===== src/rtl/mem_access_sequencer.sv =====
// Memory transaction sequencer for the multicycle CPU: address-source select,
// read-latency wait, IR/MDR capture strobes and read-modify-write sub-word stores.
module mem_access_sequencer #(
    parameter int MEM_LATENCY = 2
) (
    input  logic        clk,
    input  logic        reset,
    input  logic        req_valid,
    output logic        req_ready,
    input  logic [1:0]  req_kind,
    input  logic [1:0]  req_size,
    input  logic [1:0]  req_src,
    input  logic [1:0]  addr_lo,
    input  logic [31:0] store_data,
    input  logic [31:0] mem_rdata,
    output logic [2:0]  IorD_Sel,
    output logic        Mem_WR,
    output logic [31:0] mem_wdata,
    output logic        IR_Load,
    output logic        MDR_Load,
    output logic        done,
    output logic [1:0]  err
);

    typedef enum logic [2:0] {
        IDLE  = 3'd0,
        WAIT  = 3'd1,
        CAPT  = 3'd2,
        WRITE = 3'd3,
        ERR   = 3'd4
    } state_t;

    localparam logic [1:0] KIND_FETCH = 2'b00;
    localparam logic [1:0] KIND_LOAD  = 2'b01;
    localparam logic [1:0] KIND_STORE = 2'b10;
    localparam logic [1:0] KIND_EXC   = 2'b11;

    localparam logic [1:0] SIZE_WORD  = 2'b00;
    localparam logic [1:0] SIZE_HALF  = 2'b01;
    localparam logic [1:0] SIZE_BYTE  = 2'b10;
    localparam logic [1:0] SIZE_BAD   = 2'b11;

    localparam logic [1:0] ERR_OK      = 2'b00;
    localparam logic [1:0] ERR_ALIGN   = 2'b01;
    localparam logic [1:0] ERR_ILLEGAL = 2'b10;

    // Counter preload: the wait state is left when the counter reaches zero.
    localparam logic [2:0] LAT_M1 = 3'(MEM_LATENCY - 1);

    state_t      r_state;
    state_t      w_nextState;
    logic [1:0]  r_kind;
    logic [1:0]  r_size;
    logic [1:0]  r_addrLo;
    logic [31:0] r_storeData;
    logic [31:0] r_wdata;
    logic [2:0]  r_sel;
    logic [2:0]  r_cnt;
    logic [1:0]  r_err;

    logic        w_isMemOp;
    logic        w_isIllegal;
    logic        w_isMisaligned;
    logic [2:0]  w_selMap;
    logic [31:0] w_merge;

    assign w_isMemOp   = (req_kind == KIND_LOAD) || (req_kind == KIND_STORE);
    assign w_isIllegal = (req_size == SIZE_BAD)
                      || (w_isMemOp && (req_src == 2'b11))
                      || ((req_kind == KIND_FETCH) && (req_size != SIZE_WORD));
    assign w_isMisaligned = ((req_size == SIZE_WORD) && (addr_lo != 2'b00))
                         || ((req_size == SIZE_HALF) && addr_lo[0]);

    always_comb begin
        w_selMap = 3'b000;
        case (req_kind)
            KIND_FETCH: w_selMap = 3'b000;
            KIND_EXC:   w_selMap = 3'b100;
            default:    w_selMap = {1'b0, req_src} + 3'd1;
        endcase
    end

    // Sub-word store: splice the new lane into the word just read back.
    always_comb begin
        w_merge = mem_rdata;
        if (r_size == SIZE_BYTE) begin
            case (r_addrLo)
                2'd0:    w_merge[7:0]   = r_storeData[7:0];
                2'd1:    w_merge[15:8]  = r_storeData[7:0];
                2'd2:    w_merge[23:16] = r_storeData[7:0];
                default: w_merge[31:24] = r_storeData[7:0];
            endcase
        end else if (r_addrLo[1]) begin
            w_merge[31:16] = r_storeData[15:0];
        end else begin
            w_merge[15:0] = r_storeData[15:0];
        end
    end

    always_ff @(posedge clk or posedge reset) begin
        if (reset) begin
            r_state <= IDLE;
        end else begin
            r_state <= w_nextState;
        end
    end

    always_comb begin
        w_nextState = r_state;
        case (r_state)
            IDLE: begin
                if (req_valid) begin
                    if (w_isIllegal || w_isMisaligned) begin
                        w_nextState = ERR;
                    end else if ((req_kind == KIND_STORE) && (req_size == SIZE_WORD)) begin
                        w_nextState = WRITE;
                    end else begin
                        w_nextState = WAIT;
                    end
                end
            end
            WAIT: begin
                if (r_cnt == 3'd0) begin
                    w_nextState = (r_kind == KIND_STORE) ? WRITE : CAPT;
                end
            end
            CAPT, WRITE, ERR: w_nextState = IDLE;
            default:          w_nextState = IDLE;
        endcase
    end

    // Request latches, latency counter, select and write-data registers.
    always_ff @(posedge clk or posedge reset) begin
        if (reset) begin
            r_kind      <= KIND_FETCH;
            r_size      <= SIZE_WORD;
            r_addrLo    <= 2'b00;
            r_storeData <= 32'd0;
            r_wdata     <= 32'd0;
            r_sel       <= 3'b000;
            r_cnt       <= 3'd0;
            r_err       <= ERR_OK;
        end else begin
            case (r_state)
                IDLE: begin
                    if (req_valid) begin
                        r_kind      <= req_kind;
                        r_size      <= req_size;
                        r_addrLo    <= addr_lo;
                        r_storeData <= store_data;
                        r_cnt       <= LAT_M1;
                        if (w_isIllegal) begin
                            r_err <= ERR_ILLEGAL;
                            r_sel <= 3'b000;
                        end else if (w_isMisaligned) begin
                            r_err <= ERR_ALIGN;
                            r_sel <= 3'b000;
                        end else begin
                            r_err <= ERR_OK;
                            r_sel <= w_selMap;
                        end
                        if ((req_kind == KIND_STORE) && (req_size == SIZE_WORD)) begin
                            r_wdata <= store_data;
                        end
                    end
                end
                WAIT: begin
                    if (r_cnt != 3'd0) begin
                        r_cnt <= r_cnt - 3'd1;
                    end else if (r_kind == KIND_STORE) begin
                        r_wdata <= w_merge;
                    end
                end
                default: r_sel <= 3'b000;
            endcase
        end
    end

    assign req_ready = (r_state == IDLE);
    assign IorD_Sel  = r_sel;
    assign Mem_WR    = (r_state == WRITE);
    assign mem_wdata = r_wdata;
    assign IR_Load   = (r_state == CAPT) && (r_kind == KIND_FETCH);
    assign MDR_Load  = (r_state == CAPT) && (r_kind != KIND_FETCH);
    assign done      = (r_state == CAPT) || (r_state == WRITE) || (r_state == ERR);
    assign err       = (r_state == ERR) ? r_err : ERR_OK;

endmodule

===== config.mk =====
export PLATFORM = sky130hd
export DESIGN_NAME = mem_access_sequencer
export DESIGN_NICKNAME = d
export VERILOG_FILES = /design/src/rtl/mem_access_sequencer.sv
export SDC_FILE = /design/constraint.sdc
export NUM_CORES = 1
export LEC_CHECK = 0
export BUFFER_PORTS_ARGS = -buffer_cell sky130_fd_sc_hd__buf_2
export CAP_MARGIN = 20
export CELL_PAD_IN_SITES_DETAIL_PLACEMENT = 0
export CELL_PAD_IN_SITES_GLOBAL_PLACEMENT = 1
export CORE_AREA = 5 5 133 135
export CTS_BUF_LIST = sky130_fd_sc_hd__clkbuf_4
export CTS_CLUSTER_DIAMETER = 200
export CTS_CLUSTER_SIZE = 20
export DETAILED_ROUTE_END_ITERATION = 10
export DIE_AREA = 0 0 138 140
export HOLD_SLACK_MARGIN = 0.08
export PLACE_DENSITY_LB_ADDON = 0.3
export REMOVE_ABC_BUFFERS = 1
export SYNTH_ARGS = -nofsm -noshare
export SYNTH_HDL_FRONTEND = slang
export SYNTH_SLANG_ARGS = --single-unit

===== constraint.sdc =====
create_clock -name clk -period 4.39 [get_ports clk]
set_input_delay 0.6585 -clock clk [delete_from_list [all_inputs] [get_ports clk]]
set_output_delay 0.6585 -clock clk [all_outputs]
set_load 0.03 [all_outputs]

==> key figures <==
Outcome
  – Status: completed

Layout
  – Syn-to-layout area delta: 22.3%
  – NumNets Final: 621
  – Commonest non-fill, non-tap cells in the layout: buf_2 (116), nand2_1 (67), dfrtp_1 (64), o21ai_0 (46), a21oi_1 (39)
  – Util after Layout: 28.9%
  – Post-Layout Cell Count: 766
  – Most common cell after layout, fill and taps aside: buf_2
  – Final instance area: 4730 um2
  – Share of cells above drive strength 1: 27.7%

Placed design
  – Setup Slack @ Placement: 1.61 ns
  – Cell Area, Placed: 4560 um2
  – Inst Count DP: 748
  – GPL Wtd Cong: 0.777
  – HPWL after DPL: 9480 um
  – # port buffers: 116

STA
  – Relative slew slack: 34.7%
  – Fmax: 330 MHz
  – Min Tclk post-route: 3.03 ns
  – Fin worst setup slack: 1.36 ns
  – Fin. max-slew vios: 0
  – RSZ-0062 raised after global routing: no
  – Fin Setup TNS: 0 ns
  – Final worst path period share: 69.1%
  – Final hold vios: 0
  – WHS: 0.286 ns
  – Worst-margin pin slew: 0.980 ns
  – Endpoints failing setup: 0
  – Clock Skew: 0.0199 ns

Floorplanning
  – Initial core utilization: 23.6%
  – Rows: 47
  – Core area: 16300 um2
  – I/O Pins: 117
  – DIE AREA: 19300 um2
  – Die X: 138 um
  – Die height: 140 um

Worst setup path
  – CP startpoint kind: flop
  – Critical-path maximum fanout: 18
  – Worst Setup Path Type: reg2out
  – Reg-to-reg startpoint: r_cnt[0]
  – Crit. Startpoint: r_state[0]
  – WP data arrival: 2.37 ns
  – Worst EP required: 3.73 ns
  – Nature of the critical path endpoint: primary output

Clock tree
  – Hold_buf cts: 0
  – Post CTS Setup Buffer Count: 0
  – Clock slew at reported path FFs: 0.13 ns
  – Clock latency on the worst-skew pair: 0.45 ns
  – Clk root buf: clkbuf_4
  – PostCTS Resize Cnt: 0
  – CTS H-tree lvls: 3
  – Total CTS buffers: 9
  – CTS max path bufs: 2
  – CTS tree: yes
  – Sink Count: 65

GRT
  – Initial antenna violation count: 2
  – Total congestion overflow: 0
  – Number of global-route vias before repair: 3814
  – GRT Overall Usage: 14.1%
  – Global-route wire length before repair: 21300 um
  – Largest net degree at the start of global routing: 40

Drt
  – Routed WL per cell: 17.9 um
  – Routed vias: 3719
  – Vias per cell: 4.86
  – DRT iter0 DRCs: 189
  – DRC viols: 0
  – Final ANT Viol Nets: 0
  – First-pass DRT Iterations: 5
  – Routed WL: 13700 um

Synthesis
  – Syn_area_per_cell: 8.69 um2
  – Dominant cell type by area after synthesis: dfrtp_1
  – Synth Instances: 445
  – Post-Syn Area: 3870 um2
  – Seq cells post-synth: 65
  – Yosys Warn Count: 0
  – Synth cell types: 42
  – Sequential-to-total area share from yosys stat: 42.1%
  – FFs w/ async S/R, synth: 100%
  – Post-synth EDFFs: 0
  – Synth top area cells: dfrtp_1 (42%), nand2_1 (6.5%), o21ai_0 (6.0%), a21oi_1 (5.0%), mux2i_1 (4.7%)
  – Area share of the largest cell type after synthesis: 42.1%
  – Main synth FF type: dfrtp_1

Power and ir drop
  – PwrDens: 702 nW/um2
  – LEAKAGE: 2.25 nW
  – Maximum vdd ir drop: 251 uV
  – Total power: 3.32 mW

Job
  – Max-cap violations: 0

Hold path
  – Worst Hold Class: in2async
synthesized netlist by cell type, drive strengths merged, types with 2 or more instances:
master and instances:
and3 3, o31ai 8, o21ai 49, mux2i 18, inv 14, ha 6, nand2b 4, a211oi 16
nand2 69, dfrtp 65, nor2 24, a211o 16, o311ai 8, nor2b 21, buf 24, a21oi 40
a22o 10, nand3 2, a31oi 16, clkbuf 14, nor3 4
critical path, cell delays in order, from the launching register on:
cell and delay, ns:
dfrtp_1 0.66, clkinv_1 0.72, nor2_1 0.32, buf_2 0.24
where the power goes:
| part | switching, mW | internal [mW] |
|---|---|---|
| clock network | 0.247 | 0.225 |
| logic | 1.15 | 0.579 |
| registers | 0.249 | 0.865 |
| total | 1.65 | 1.67 |
cells by family (layout without fill, tap and decap cells):
kind of cell    Yosys count  count (layout)  share of synthesized area [%]
flops                    65              65                           42.1
fa+ha+maj                 7               7                           2.20
other cells               0               1                              0
mux                      18              18                           4.66
simple gates            133             133                           16.2
buf+inv                  53             153                           6.83
compound gates          169             169                           28.1
sequential cells by signal (all words and copies together), names as in the netlist:
| register | count |
|---|---|
| r_size | 2 |
| IorD_Sel | 3 |
| mem_wdata | 32 |
| r_state | 3 |
| r_err | 2 |
| r_kind | 2 |
| r_addrLo | 2 |
| r_cnt | 3 |
| r_storeData | 16 |
area by class of cell:
class | instances | area [um2]
Fill cell | 1856 | 11600
Multi-Input combinational cell | 327 | 1980
Sequential cell | 65 | 1630
Timing Repair Buffer | 122 | 633
Tap cell | 220 | 275
Clock inverter | 7 | 85.1
Clock buffer | 9 | 67.6
Inverter | 15 | 56.3
Antenna cell | 1 | 2.50
final timing paths:
kind | slack [ns] | endpoint | depth (start not counted)
worst min register to register | 0.50 | r_err[1] | 2
worst max-delay path | 1.36 | Mem_WR | 3
worst min-delay path | 0.29 | mem_wdata[0] | 2
max in group asynchronous | 3.08 | r_addrLo[1] | 3
min in group clk | 0.40 | IorD_Sel[0] | 2
worst max register to register | 1.94 | mem_wdata[4] | 6
layer usage:
metal	track usage (%)	wire, um	vias to the layer above
li1	-	-	1790
met1	17.8	6160	1802
met2	23.5	6680	114
met3	4.98	765	9
met4	2.65	102	4
met5	0	19	-
Power figures use the tool's default switching activity.
